$ cat config.mk
export PLATFORM = sky130hd
export DESIGN_NAME = spi_rx
export DESIGN_NICKNAME = d
export VERILOG_FILES = /design/src/rtl/spi_rx.sv
export SDC_FILE = /design/constraint.sdc
export NUM_CORES = 1
export LEC_CHECK = 0
export CAP_MARGIN = 20
export CORE_MARGIN = 3
export CORE_UTILIZATION = 60
export CTS_BUF_LIST = sky130_fd_sc_hd__clkbuf_8 sky130_fd_sc_hd__clkbuf_16
export CTS_CLUSTER_DIAMETER = 80
export CTS_CLUSTER_SIZE = 14
export DETAILED_ROUTE_END_ITERATION = 8
export GPL_TIMING_DRIVEN = 0
export PLACE_DENSITY = 0.84
export SLEW_MARGIN = 20
export SYNTH_ARGS = -nofsm -noshare
export SYNTH_HDL_FRONTEND = slang
export SYNTH_SLANG_ARGS = --single-unit
$ cat constraint.sdc
create_clock -name clk_125mhz -period 3.42 [get_ports clk_125mhz]
set_clock_uncertainty 0.15 [all_clocks]
set_input_delay 0.684 -clock clk_125mhz [delete_from_list [all_inputs] [get_ports clk_125mhz]]
set_output_delay 0.684 -clock clk_125mhz [all_outputs]
set_load 0.03 [all_outputs]
$ cat src/rtl/spi_rx.sv
// SPI 8-bit receiver: synchronises the SPI pin bundle, deserialises MSB-first
// frames with their D/C flag, and queues them in a small FIFO read through dout/rd.
module spi_rx #(
    parameter int DEPTH = 4
) (
    input  logic        clk_125mhz,
    input  logic        reset,
    input  logic [7:0]  spi_in,
    input  logic        rd,
    output logic [31:0] dout
);

    localparam int AW = (DEPTH > 1) ? $clog2(DEPTH) : 1;
    localparam logic [AW:0]   FULL_CNT = (AW + 1)'(DEPTH);
    localparam logic [AW:0]   CNT_ONE  = (AW + 1)'(1);
    localparam logic [AW-1:0] PTR_ONE  = AW'(1);

    typedef enum logic [1:0] {
        IDLE  = 2'd0,
        SHIFT = 2'd1,
        DONE  = 2'd2
    } state_t;

    // pmoden, vccen, res_ and the fixed-zero bit carry nothing for the receiver
    logic unused_pins;
    assign unused_pins = ^{spi_in[7:5], spi_in[2]};

    logic [2:0] cs_sr;
    logic [2:0] sck_sr;
    logic [1:0] sdo_sr;
    logic [1:0] dc_sr;

    always_ff @(posedge clk_125mhz or posedge reset) begin
        if (reset) begin
            cs_sr  <= 3'b111;
            sck_sr <= 3'b111;
            sdo_sr <= 2'b00;
            dc_sr  <= 2'b00;
        end else begin
            cs_sr  <= {cs_sr[1:0], spi_in[0]};
            sck_sr <= {sck_sr[1:0], spi_in[3]};
            sdo_sr <= {sdo_sr[0], spi_in[1]};
            dc_sr  <= {dc_sr[0], spi_in[4]};
        end
    end

    logic cs_now, cs_fall, cs_rise, sck_rise, sdo_now, dc_now;
    assign cs_now   = cs_sr[1];
    assign cs_fall  = cs_sr[2] & ~cs_sr[1];
    assign cs_rise  = ~cs_sr[2] & cs_sr[1];
    assign sck_rise = ~sck_sr[2] & sck_sr[1];
    assign sdo_now  = sdo_sr[1];
    assign dc_now   = dc_sr[1];

    state_t     state;
    logic [1:0] warm_cnt;
    logic       armed;
    logic [2:0] bitcnt;
    logic [7:0] shreg;
    logic       dc_lat;
    logic       bad;
    logic       push;
    logic [8:0] push_word;
    logic       err_set;

    // armed only after the sync chain reflects the pin and cs_ has been seen high,
    // so a cs_ held low through reset release never starts a frame
    always_ff @(posedge clk_125mhz or posedge reset) begin
        if (reset) begin
            state     <= IDLE;
            warm_cnt  <= 2'd0;
            armed     <= 1'b0;
            bitcnt    <= 3'd0;
            shreg     <= 8'h00;
            dc_lat    <= 1'b0;
            bad       <= 1'b0;
            push      <= 1'b0;
            push_word <= 9'h000;
            err_set   <= 1'b0;
        end else begin
            push    <= 1'b0;
            err_set <= 1'b0;
            if (warm_cnt != 2'd3) warm_cnt <= warm_cnt + 2'd1;
            if (warm_cnt == 2'd3 && cs_now) armed <= 1'b1;
            case (state)
                IDLE: begin
                    if (cs_fall && armed) begin
                        dc_lat <= dc_now;
                        bitcnt <= 3'd0;
                        shreg  <= 8'h00;
                        bad    <= 1'b0;
                        state  <= SHIFT;
                    end
                end
                SHIFT: begin
                    if (cs_rise) begin
                        err_set <= 1'b1;
                        state   <= IDLE;
                    end else if (sck_rise && !cs_now) begin
                        shreg  <= {shreg[6:0], sdo_now};
                        bitcnt <= bitcnt + 3'd1;
                        if (bitcnt == 3'd7) state <= DONE;
                    end
                end
                DONE: begin
                    if (cs_rise) begin
                        if (bad) begin
                            err_set <= 1'b1;
                        end else begin
                            push      <= 1'b1;
                            push_word <= {dc_lat, shreg};
                        end
                        state <= IDLE;
                    end else if (sck_rise && !cs_now) begin
                        bad <= 1'b1;
                    end
                end
                default: state <= IDLE;
            endcase
        end
    end

    logic [8:0]    mem [DEPTH];
    logic [AW-1:0] wr_ptr, rd_ptr, rd_ptr_n;
    logic [AW:0]   count, count_n;
    logic          ovf, ovf_n, err, err_n;
    logic          do_pop, do_push;
    logic [8:0]    head_n;

    // a pop in the same cycle frees the slot a full-FIFO push needs
    always_comb begin
        do_pop   = rd && (count != '0);
        do_push  = push && ((count != FULL_CNT) || do_pop);
        rd_ptr_n = do_pop ? rd_ptr + PTR_ONE : rd_ptr;
        count_n  = count;
        if (do_push && !do_pop) count_n = count + CNT_ONE;
        if (do_pop && !do_push) count_n = count - CNT_ONE;
        ovf_n    = (push && !do_push) || (ovf && !rd);
        err_n    = err_set || (err && !rd);
        head_n   = (do_push && rd_ptr_n == wr_ptr) ? push_word : mem[rd_ptr_n];
        if (count_n == '0) head_n = 9'h000;
    end

    always_ff @(posedge clk_125mhz) begin
        if (do_push) mem[wr_ptr] <= push_word;
    end

    always_ff @(posedge clk_125mhz or posedge reset) begin
        if (reset) begin
            wr_ptr <= '0;
            rd_ptr <= '0;
            count  <= '0;
            ovf    <= 1'b0;
            err    <= 1'b0;
            dout   <= 32'h0;
        end else begin
            if (do_push) wr_ptr <= wr_ptr + PTR_ONE;
            rd_ptr <= rd_ptr_n;
            count  <= count_n;
            ovf    <= ovf_n;
            err    <= err_n;
            dout   <= {15'h0, err_n, 4'(count_n), ovf_n, (count_n == FULL_CNT),
                       (count_n != '0), head_n};
        end
    end

endmodule

==> metrics.md, run 1 <==
| Metric | Value |
|---|---|
| Count of input and output buffers | 22 |
| Final Hold Fails | 0 |
| TritonCTS clock tree | yes |
| First-pass GRT wire length | 14900 um |
| GRT overflow | 0 |
| Total global-route track usage | 21.8% |
| Setup Buffers After CTS | 0 |
| Starting DRC count in detailed routing | 186 |
| Fillers | 532 |
| Share of cells above drive strength 1 | 14.9% |
| Seq cells post-synth | 95 |
| Synth Instances | 403 |
| Hold Path End | sck_sr[1]$_DFF_PP1_ |
| RSZ-0062 raised after global routing | false |
| Post-Synth Adder-Cell Area | 3.52% |
| # IOs | 43 |
| Die height | 93.7 um |
| CORE AREA | 0.00737 mm^2 |
| Worst skew pair latency | 0.36 ns |
| Routed vias | 3237 |
| Status | finished clean |
| Pwr dens | 765 mW/mm^2 |
| Starting Density | 62.6% |
| Clk sink count | 95 |
| Final Setup Violations | 0 |
| CP max FO | 10 |
| Clk slew on worst S/H paths | 0.10 ns |
| CTS max path bufs | 2 |
| Post-Synth Simple-Gate Area | 13.1% |
| Maximum number of pins on one net before global-route repair | 60 |
| Peak VDD IR | 559 uV |
| Total of max-cap violations | 0 |
| Remaining antenna violation count after routing | 0 |
| CP Launch Type | input port |
| GPL Wtd Cong | 0.964 |
| Post-DR wirelength/cell | 15.9 um |
| Synth top area cells | dfrtp_1, edfxtp_1, o21ai_0 |
| Cell Rows | 31 |
| Max H-tree Level | 3 |
| Reg2Reg Setup Slack | 0.66 ns |
| Post-Place Cells | 539 |
| Tmin final | 2.91 ns |
| Largest area contributor in the netlist | dfrtp_1 |
| Data arrival, critical path | 3.05 ns |
| Initial antenna violation count | 0 |
| Final Cycle Share | 85.0% |
| Die area | 0.00878 mm^2 |
| Post-synthesis sequential area ratio | 55.6% |
| CTS root buffer | clkbuf_8 |
| Post-DP HPWL | 6220 um |
| Multi-input logic area | 0.00179 mm^2 |
| Via density | 5.83 |
| Worst Hold Class | reg2reg |
| Final cell count without fillers | 555 |
| TNS Setup | 0 ns |
| Fmax | 344 MHz |
| DRC | 0 |
| Fin util | 70.6% |
| Worst EP required | 3.56 ns |
| # diodes | 0 |
| Hold Buf Count CTS | 0 |
| Nets | 475 |
| FF+latch area | 0.00256 mm^2 |
| Syn avg cell area | 11.5 um^2 |
| Xor-xnor portion of the synthesized cell area | 0.949% |
| Static Leakage | 2.13 nW |
| Num CTS Buffers | 9 |
| Hold Crit Depth | 0 |
| Worst-case reg-to-reg path depth | 9 |
| PostCTS Resize Cnt | 0 |
| Setup CP Type | in2reg |
| Min-delay src | sck_sr[0]$_DFF_PP1_ |
| Syn-to-layout area delta | 12.7% |
| Largest family of logic cells by synthesized area | compound AO/OA/AOI/OAI gates |
| Area after DPL | 0.00502 mm^2 |
| Vias in the first global route | 3202 |
| Slew @ Worst Pin | 0.969 ns |
| FF-to-FF Start | count[1]$_DFF_PP0_ |
| Post-synthesis compound-gate area fraction | 14.2% |
| Max Slew Vio Count | 0 |
| Slew margin rel. | 34.9% |
| Die Wd | 93.7 um |
| Synthesized area | 0.00461 mm^2 |
| Yosys cell types | 48 |
| Share of the synthesized area in the top cell type | 28.7% |
| Setup crit end kind | flop |
| Worst r2r dst | dout[2]$_DFF_PP0_ |
| Post-synthesis mux area share | 5.78% |
| Pre-Repair DR Iteration Count | 5 |
| Fin area | 0.00520 mm^2 |
| Yosys warns | 0 |
| WL final | 8820 um |
## through the flow
step | hold slack [ns] | power, W | worst slack [ns]
final | 0.211 | 0.00398 | 0.512
after floorplan | 0.181 | 0.00279 | 0.859
after detailed placement | 0.196 | 0.00327 | 0.207
after global routing | 0.213 | 0.00424 | 0.325
after global placement | 0.188 | 0.00320 | 0.209
after CTS | 0.212 | 0.00397 | 0.591
## area by class of cell
class | count | share of cell area [%]
tap | 99 | 2.38
buffer | 48 | 5.22
sequential | 95 | 49.3
inverter | 12 | 0.914
timing repair buffer | 22 | 4.23
clock buffer | 9 | 2.38
clock inverter | 7 | 1.15
multi-input combinational | 263 | 34.4
## worst max-delay path: stages
cell,delay (ns)
clkdlybuf4s50_1,0.51
buf_2,0.24
nand2_1,0.14
o31ai_1,0.84
clkbuf_1,0.33
o21ai_0,0.15
a21oi_1,0.15
## state kept, by name, summed over array words and instances (netlist names)
| register | cells |
|---|---|
| cs_sr | 3 |
| dout | 14 |
| bitcnt | 3 |
| err_set | 1 |
| count | 2 |
| dc_lat | 1 |
| armed | 1 |
| rd_ptr | 2 |
| sck_sr | 3 |
| push_word | 9 |
| mem | 36 |
| bad | 1 |
| sdo_sr | 2 |
| state | 2 |
| push | 1 |
| dc_sr | 2 |
| wr_ptr | 2 |
| warm_cnt | 2 |
| shreg | 8 |
## per-layer routing
layer  GRT usage, %  vias up  part of all wire [%]
met5              0        -                     0
met4           11.1        0                   2.0
met3           4.57       19                   7.4
met2           36.7      149                    50
met1           26.5     1531                    41
li1               -     1538                     -
## layout by cell type, fill, tap and decap left out, types with 2 or more instances in the layout
| master | count |
|---|---|
| nor3b_1 | 5 |
| mux2_2 | 13 |
| nand4b_1 | 10 |
| ha_1 | 13 |
| nand3_1 | 5 |
| dfstp_2 | 6 |
| clkbuf_8 | 9 |
| a211o_1 | 9 |
| nand2_1 | 27 |
| and2_1 | 4 |
| a21oi_1 | 15 |
| nor2b_1 | 2 |
| or4_1 | 9 |
| o21ai_0 | 41 |
| buf_2 | 6 |
| a31oi_1 | 11 |
| a32oi_1 | 10 |
| conb_1 | 16 |
| inv_1 | 11 |
| a21o_1 | 2 |
| edfxtp_1 | 36 |
| xnor2_1 | 5 |
| clkdlybuf4s50_1 | 22 |
| dfrtp_1 | 53 |
| a21boi_0 | 9 |
| inv_6 | 4 |
| nand3b_1 | 12 |
| nor2_1 | 13 |
| mux2i_1 | 12 |
| buf_1 | 4 |
| and3_1 | 3 |
| buf_4 | 20 |
| nand4_1 | 2 |
| clkbuf_1 | 16 |
## synthesized netlist by cell type, drive strengths merged
library cell   n
or4           10
nand4b        10
nor4           1
and2           4
nand4          2
a32oi         10
nand3b        12
or2            1
a311o          1
a211o          9
mux2i         12
nor2          13
nor3           2
nor2b          2
o31ai          1
dfstp          6
a21boi         9
edfxtp        36
a211oi         1
o32ai          1
ha            13
dfrtp         53
nand3          5
nand2b         2
o22a           1
mux2          13
nand2         27
a31oi         11
a21oi         15
and3           3
buf           31
inv           12
o211ai         1
clkbuf        17
nand4bb        1
o21ai         42
conb           1
xnor2          5
a21o           2
nor3b          5
## cell families after synthesis
| logic type | after synthesis |
|---|---|
| flip-flops | 95 |
| buffers and inverters | 60 |
| multiplexers | 25 |
| AO/OA/AOI/OAI | 104 |
| adder cells (fa/ha/maj) | 13 |
| AND/OR/NAND/NOR | 100 |
| XOR/XNOR | 5 |
| other | 1 |
## where the power goes
group | total [W] | switching (W) | internal [W]
Clock | 0.000696 | 0.000416 | 0.000280
Sequential | 0.00150 | 0.000124 | 0.00138
Combinational | 0.00178 | 0.00106 | 0.000716
Total | 0.00398 | 0.00161 | 0.00237
## worst max path at each step
| stage | start | to | slack (ns) | cells after the start |
|---|---|---|---|---|
| floorplan | count[0]$_DFF_PP0_ | dout[0]$_DFF_PP0_ | 0.86 | 8 |
| global placement | reset | dout[1]$_DFF_PP0_ | 0.21 | 2 |
| detailed placement | rd | dout[2]$_DFF_PP0_ | 0.21 | 7 |
| CTS | rd | dout[2]$_DFF_PP0_ | 0.59 | 7 |
| global route | rd | dout[6]$_DFF_PP0_ | 0.32 | 7 |
| finish | rd | dout[2]$_DFF_PP0_ | 0.51 | 7 |
(Power assumes the default switching activity.)
==> run 2, diff against run 1 <==
--- a/config.mk
+++ b/config.mk
@@ -7,13 +7,12 @@
 export LEC_CHECK = 0
 export CAP_MARGIN = 20
 export CORE_MARGIN = 3
-export CORE_UTILIZATION = 60
+export CORE_UTILIZATION = 49
 export CTS_BUF_LIST = sky130_fd_sc_hd__clkbuf_8 sky130_fd_sc_hd__clkbuf_16
-export CTS_CLUSTER_DIAMETER = 80
 export CTS_CLUSTER_SIZE = 14
 export DETAILED_ROUTE_END_ITERATION = 8
 export GPL_TIMING_DRIVEN = 0
-export PLACE_DENSITY = 0.84
+export PLACE_DENSITY = 0.71
 export SLEW_MARGIN = 20
 export SYNTH_ARGS = -nofsm -noshare
 export SYNTH_HDL_FRONTEND = slang
==> run 2 against run 1 <==
Effect of this change:
- count of clock-buffer cells in the layout unchanged
- sequential share of layout area decreased by 0.45 points
- combinational power is essentially flat
- register-to-register slack got worse by 0.09 ns
- cell area up 0.91%
- via count decreased by 2.5%
- routed wire length increased by 3.5%
- sequential power about the same
- die area is 21% higher
- global-route usage shrank 3.5 points
- fmax fell by 2.1%
==> metrics.md, run 2 (synthesized netlist as in run 1, its figures left out) <==
| Metric | Value |
|---|---|
| Status | finished clean |
| Slew @ Worst Pin | 1.05 ns (+0.0860 ns) |
| Min-delay src | sck_sr[0]$_DFF_PP1_ |
| Die area | 0.0106 mm^2 (+21%) |
| Crit path from | rd |
| Setup CP Type | in2reg |
| Area after DPL | 0.00503 mm^2 (+0.22%) |
| Max H-tree Level | 3 (unchanged) |
| DRC | 0 (unchanged) |
| First-pass GRT wire length | 15000 um (+0.33%) |
| Fmax | 337 MHz (-2.1%) |
| Place WS | 0.132 ns (-0.0757 ns) |
| Die height | 103 um (+10%) |
| Hold Buf Count CTS | 0 (unchanged) |
| Final Cycle Share | 86.9% (+1.8 points) |
| Num CTS Buffers | 9 (unchanged) |
| Post-DR wirelength/cell | 16.2 um (+1.9%) |
| Maximum number of pins on one net before global-route repair | 60 (unchanged) |
| CTS root buffer | clkbuf_8 |
| Cell Rows | 34 (+9.7%) |
| Worst Hold Class | reg2reg |
| Vias in the first global route | 3083 (-3.7%) |
| FF-to-FF Start | count[1]$_DFF_PP0_ |
| Max FFs per register | 36 (unchanged) |
| Starting DRC count in detailed routing | 150 (-19%) |
| Count of input and output buffers | 22 (unchanged) |
| Fin util | 58.8% (-12 points) |
| Clk slew on worst S/H paths | 0.08 ns (-0.02 ns) |
| Worst EP required | 3.50 ns (-0.06 ns) |
| Syn-to-layout area delta | 13.7% |
| Max Slew Vio Count | 0 (unchanged) |
| Post-DP HPWL | 6410 um (+2.9%) |
| Static Leakage | 2.14 nW (+0.48%) |
| Final Setup Violations | 0 (unchanged) |
| Hold Crit Depth | 0 (unchanged) |
| TritonCTS clock tree | yes |
| CTS max path bufs | 2 (unchanged) |
| Biggest register | mem |
| Commonest cells after routing, fill and taps aside | dfrtp_1, o21ai_0, edfxtp_1 |
| Worst skew pair latency | 0.37 ns (about the same) |
| Initial antenna violation count | 0 (unchanged) |
| RSZ-0062 raised after global routing | false |
| # IOs | 43 (unchanged) |
| TNS Setup | 0 ns (unchanged) |
| PostCTS Resize Cnt | 0 (unchanged) |
| Busiest grt layer | met2 |
| Hold Slack | 0.210 ns (-0.00107 ns) |
| Reg2Reg Setup Slack | 0.57 ns (-0.09 ns) |
| CORE AREA | 0.00893 mm^2 (+21%) |
| Grt met2 use | 30.1% (-6.6 points) |
| WL final | 9130 um (+3.5%) |
| Die Wd | 103 um (+10%) |
| Remaining antenna violation count after routing | 0 (unchanged) |
| Total of max-cap violations | 0 (unchanged) |
| Pwr dens | 779 mW/mm^2 (+1.9%) |
| Setup Buffers After CTS | 0 (unchanged) |
| Share of cells above drive strength 1 | 14.7% (-0.22 points) |
| # diodes | 0 (unchanged) |
| Data arrival, critical path | 3.05 ns (about the same) |
| Commonest non-fill, non-tap cell in the layout | dfrtp_1 |
| GRT overflow | 0 (unchanged) |
| CP max FO | 10 (unchanged) |
| Via density | 5.59 (-4.1%) |
| Fin area | 0.00525 mm^2 (+0.91%) |
| Nets | 475 (unchanged) |
| Clk sink count | 95 (unchanged) |
| Fin worst setup slack | 0.449 ns (-0.0631 ns) |
| Total global-route track usage | 18.3% (-3.5 points) |
| Tmin final | 2.97 ns (+0.0631 ns) |
| Pre-Repair DR Iteration Count | 4 (-1) |
| GPL Wtd Cong | 0.910 (-5.6%) |
| Met3 Use GR | 3.72% (-0.85 points) |
| CP Launch Type | input port |
| Grt met1 use | 23.6% (-2.9 points) |
| Peak VDD IR | 399 uV (-29%) |
| Routed vias | 3155 (-2.5%) |
| Top flop regs | mem: 36 flops, dout: 14 flops, push_word: 9 flops |
| Slew margin rel. | 29.1% (-5.8 points) |
| Setup crit end kind | flop |
| Final Hold Fails | 0 (unchanged) |
| Starting Density | 51.7% (-11 points) |
| Worst-case reg-to-reg path depth | 9 (unchanged) |
[run 2: layout make-up]
class / instances / area (um^2)
fillers: 758 / 3680
clock buffers: 9 / 124
inverters: 12 / 47.5
clock inverters: 7 / 96.3
flip-flops and latches: 95 / 2560
repair buffers: 22 / 220
plain buffers: 48 / 272
well taps: 108 / 135
multi-input cells: 263 / 1790
[run 2: metal layers]
metal,wire [um],share of wire [%],vias up
met3,569,6.2,6
met2,4340,48,107
met4,89,0.98,0
met5,0,0,-
li1,-,-,1541
met1,4130,45,1501
[run 2: path summary, 6_finish.rpt]
| check | end |
|---|---|
| min in group asynchronous | rd_ptr[0]$_DFF_PP0_ |
| worst max-delay path | dout[7]$_DFF_PP0_ |
| worst min-delay path | sck_sr[1]$_DFF_PP1_ |
| worst max register to register | dout[7]$_DFF_PP0_ |
| max in group asynchronous | push_word[6]$_DFFE_PP0P_ |
| worst min register to register | sck_sr[1]$_DFF_PP1_ |
[run 2: report_power, final]
group,switching [W],internal (W),total [W]
combinational,0.00107,0.000713,0.00178
clock,0.000403,0.000413,0.000815
sequential,0.000119,0.00137,0.00149
[run 2: metrics by stage]
stage	cells	power [W]
2_1_floorplan	418	0.00279
3_3_place_gp	548	0.00324
3_5_place_dp	548	0.00327
4_1_cts	564	0.00409
5_1_grt	564	0.00435
6_report	564	0.00409
[run 2: worst max-delay path, stage by stage]
cell,delay (ns)
clkdlybuf4s50_1,0.50
buf_2,0.24
nand2_1,0.13
o31ai_1,0.90
clkbuf_1,0.35
or4_1,0.18
a21oi_1,0.06
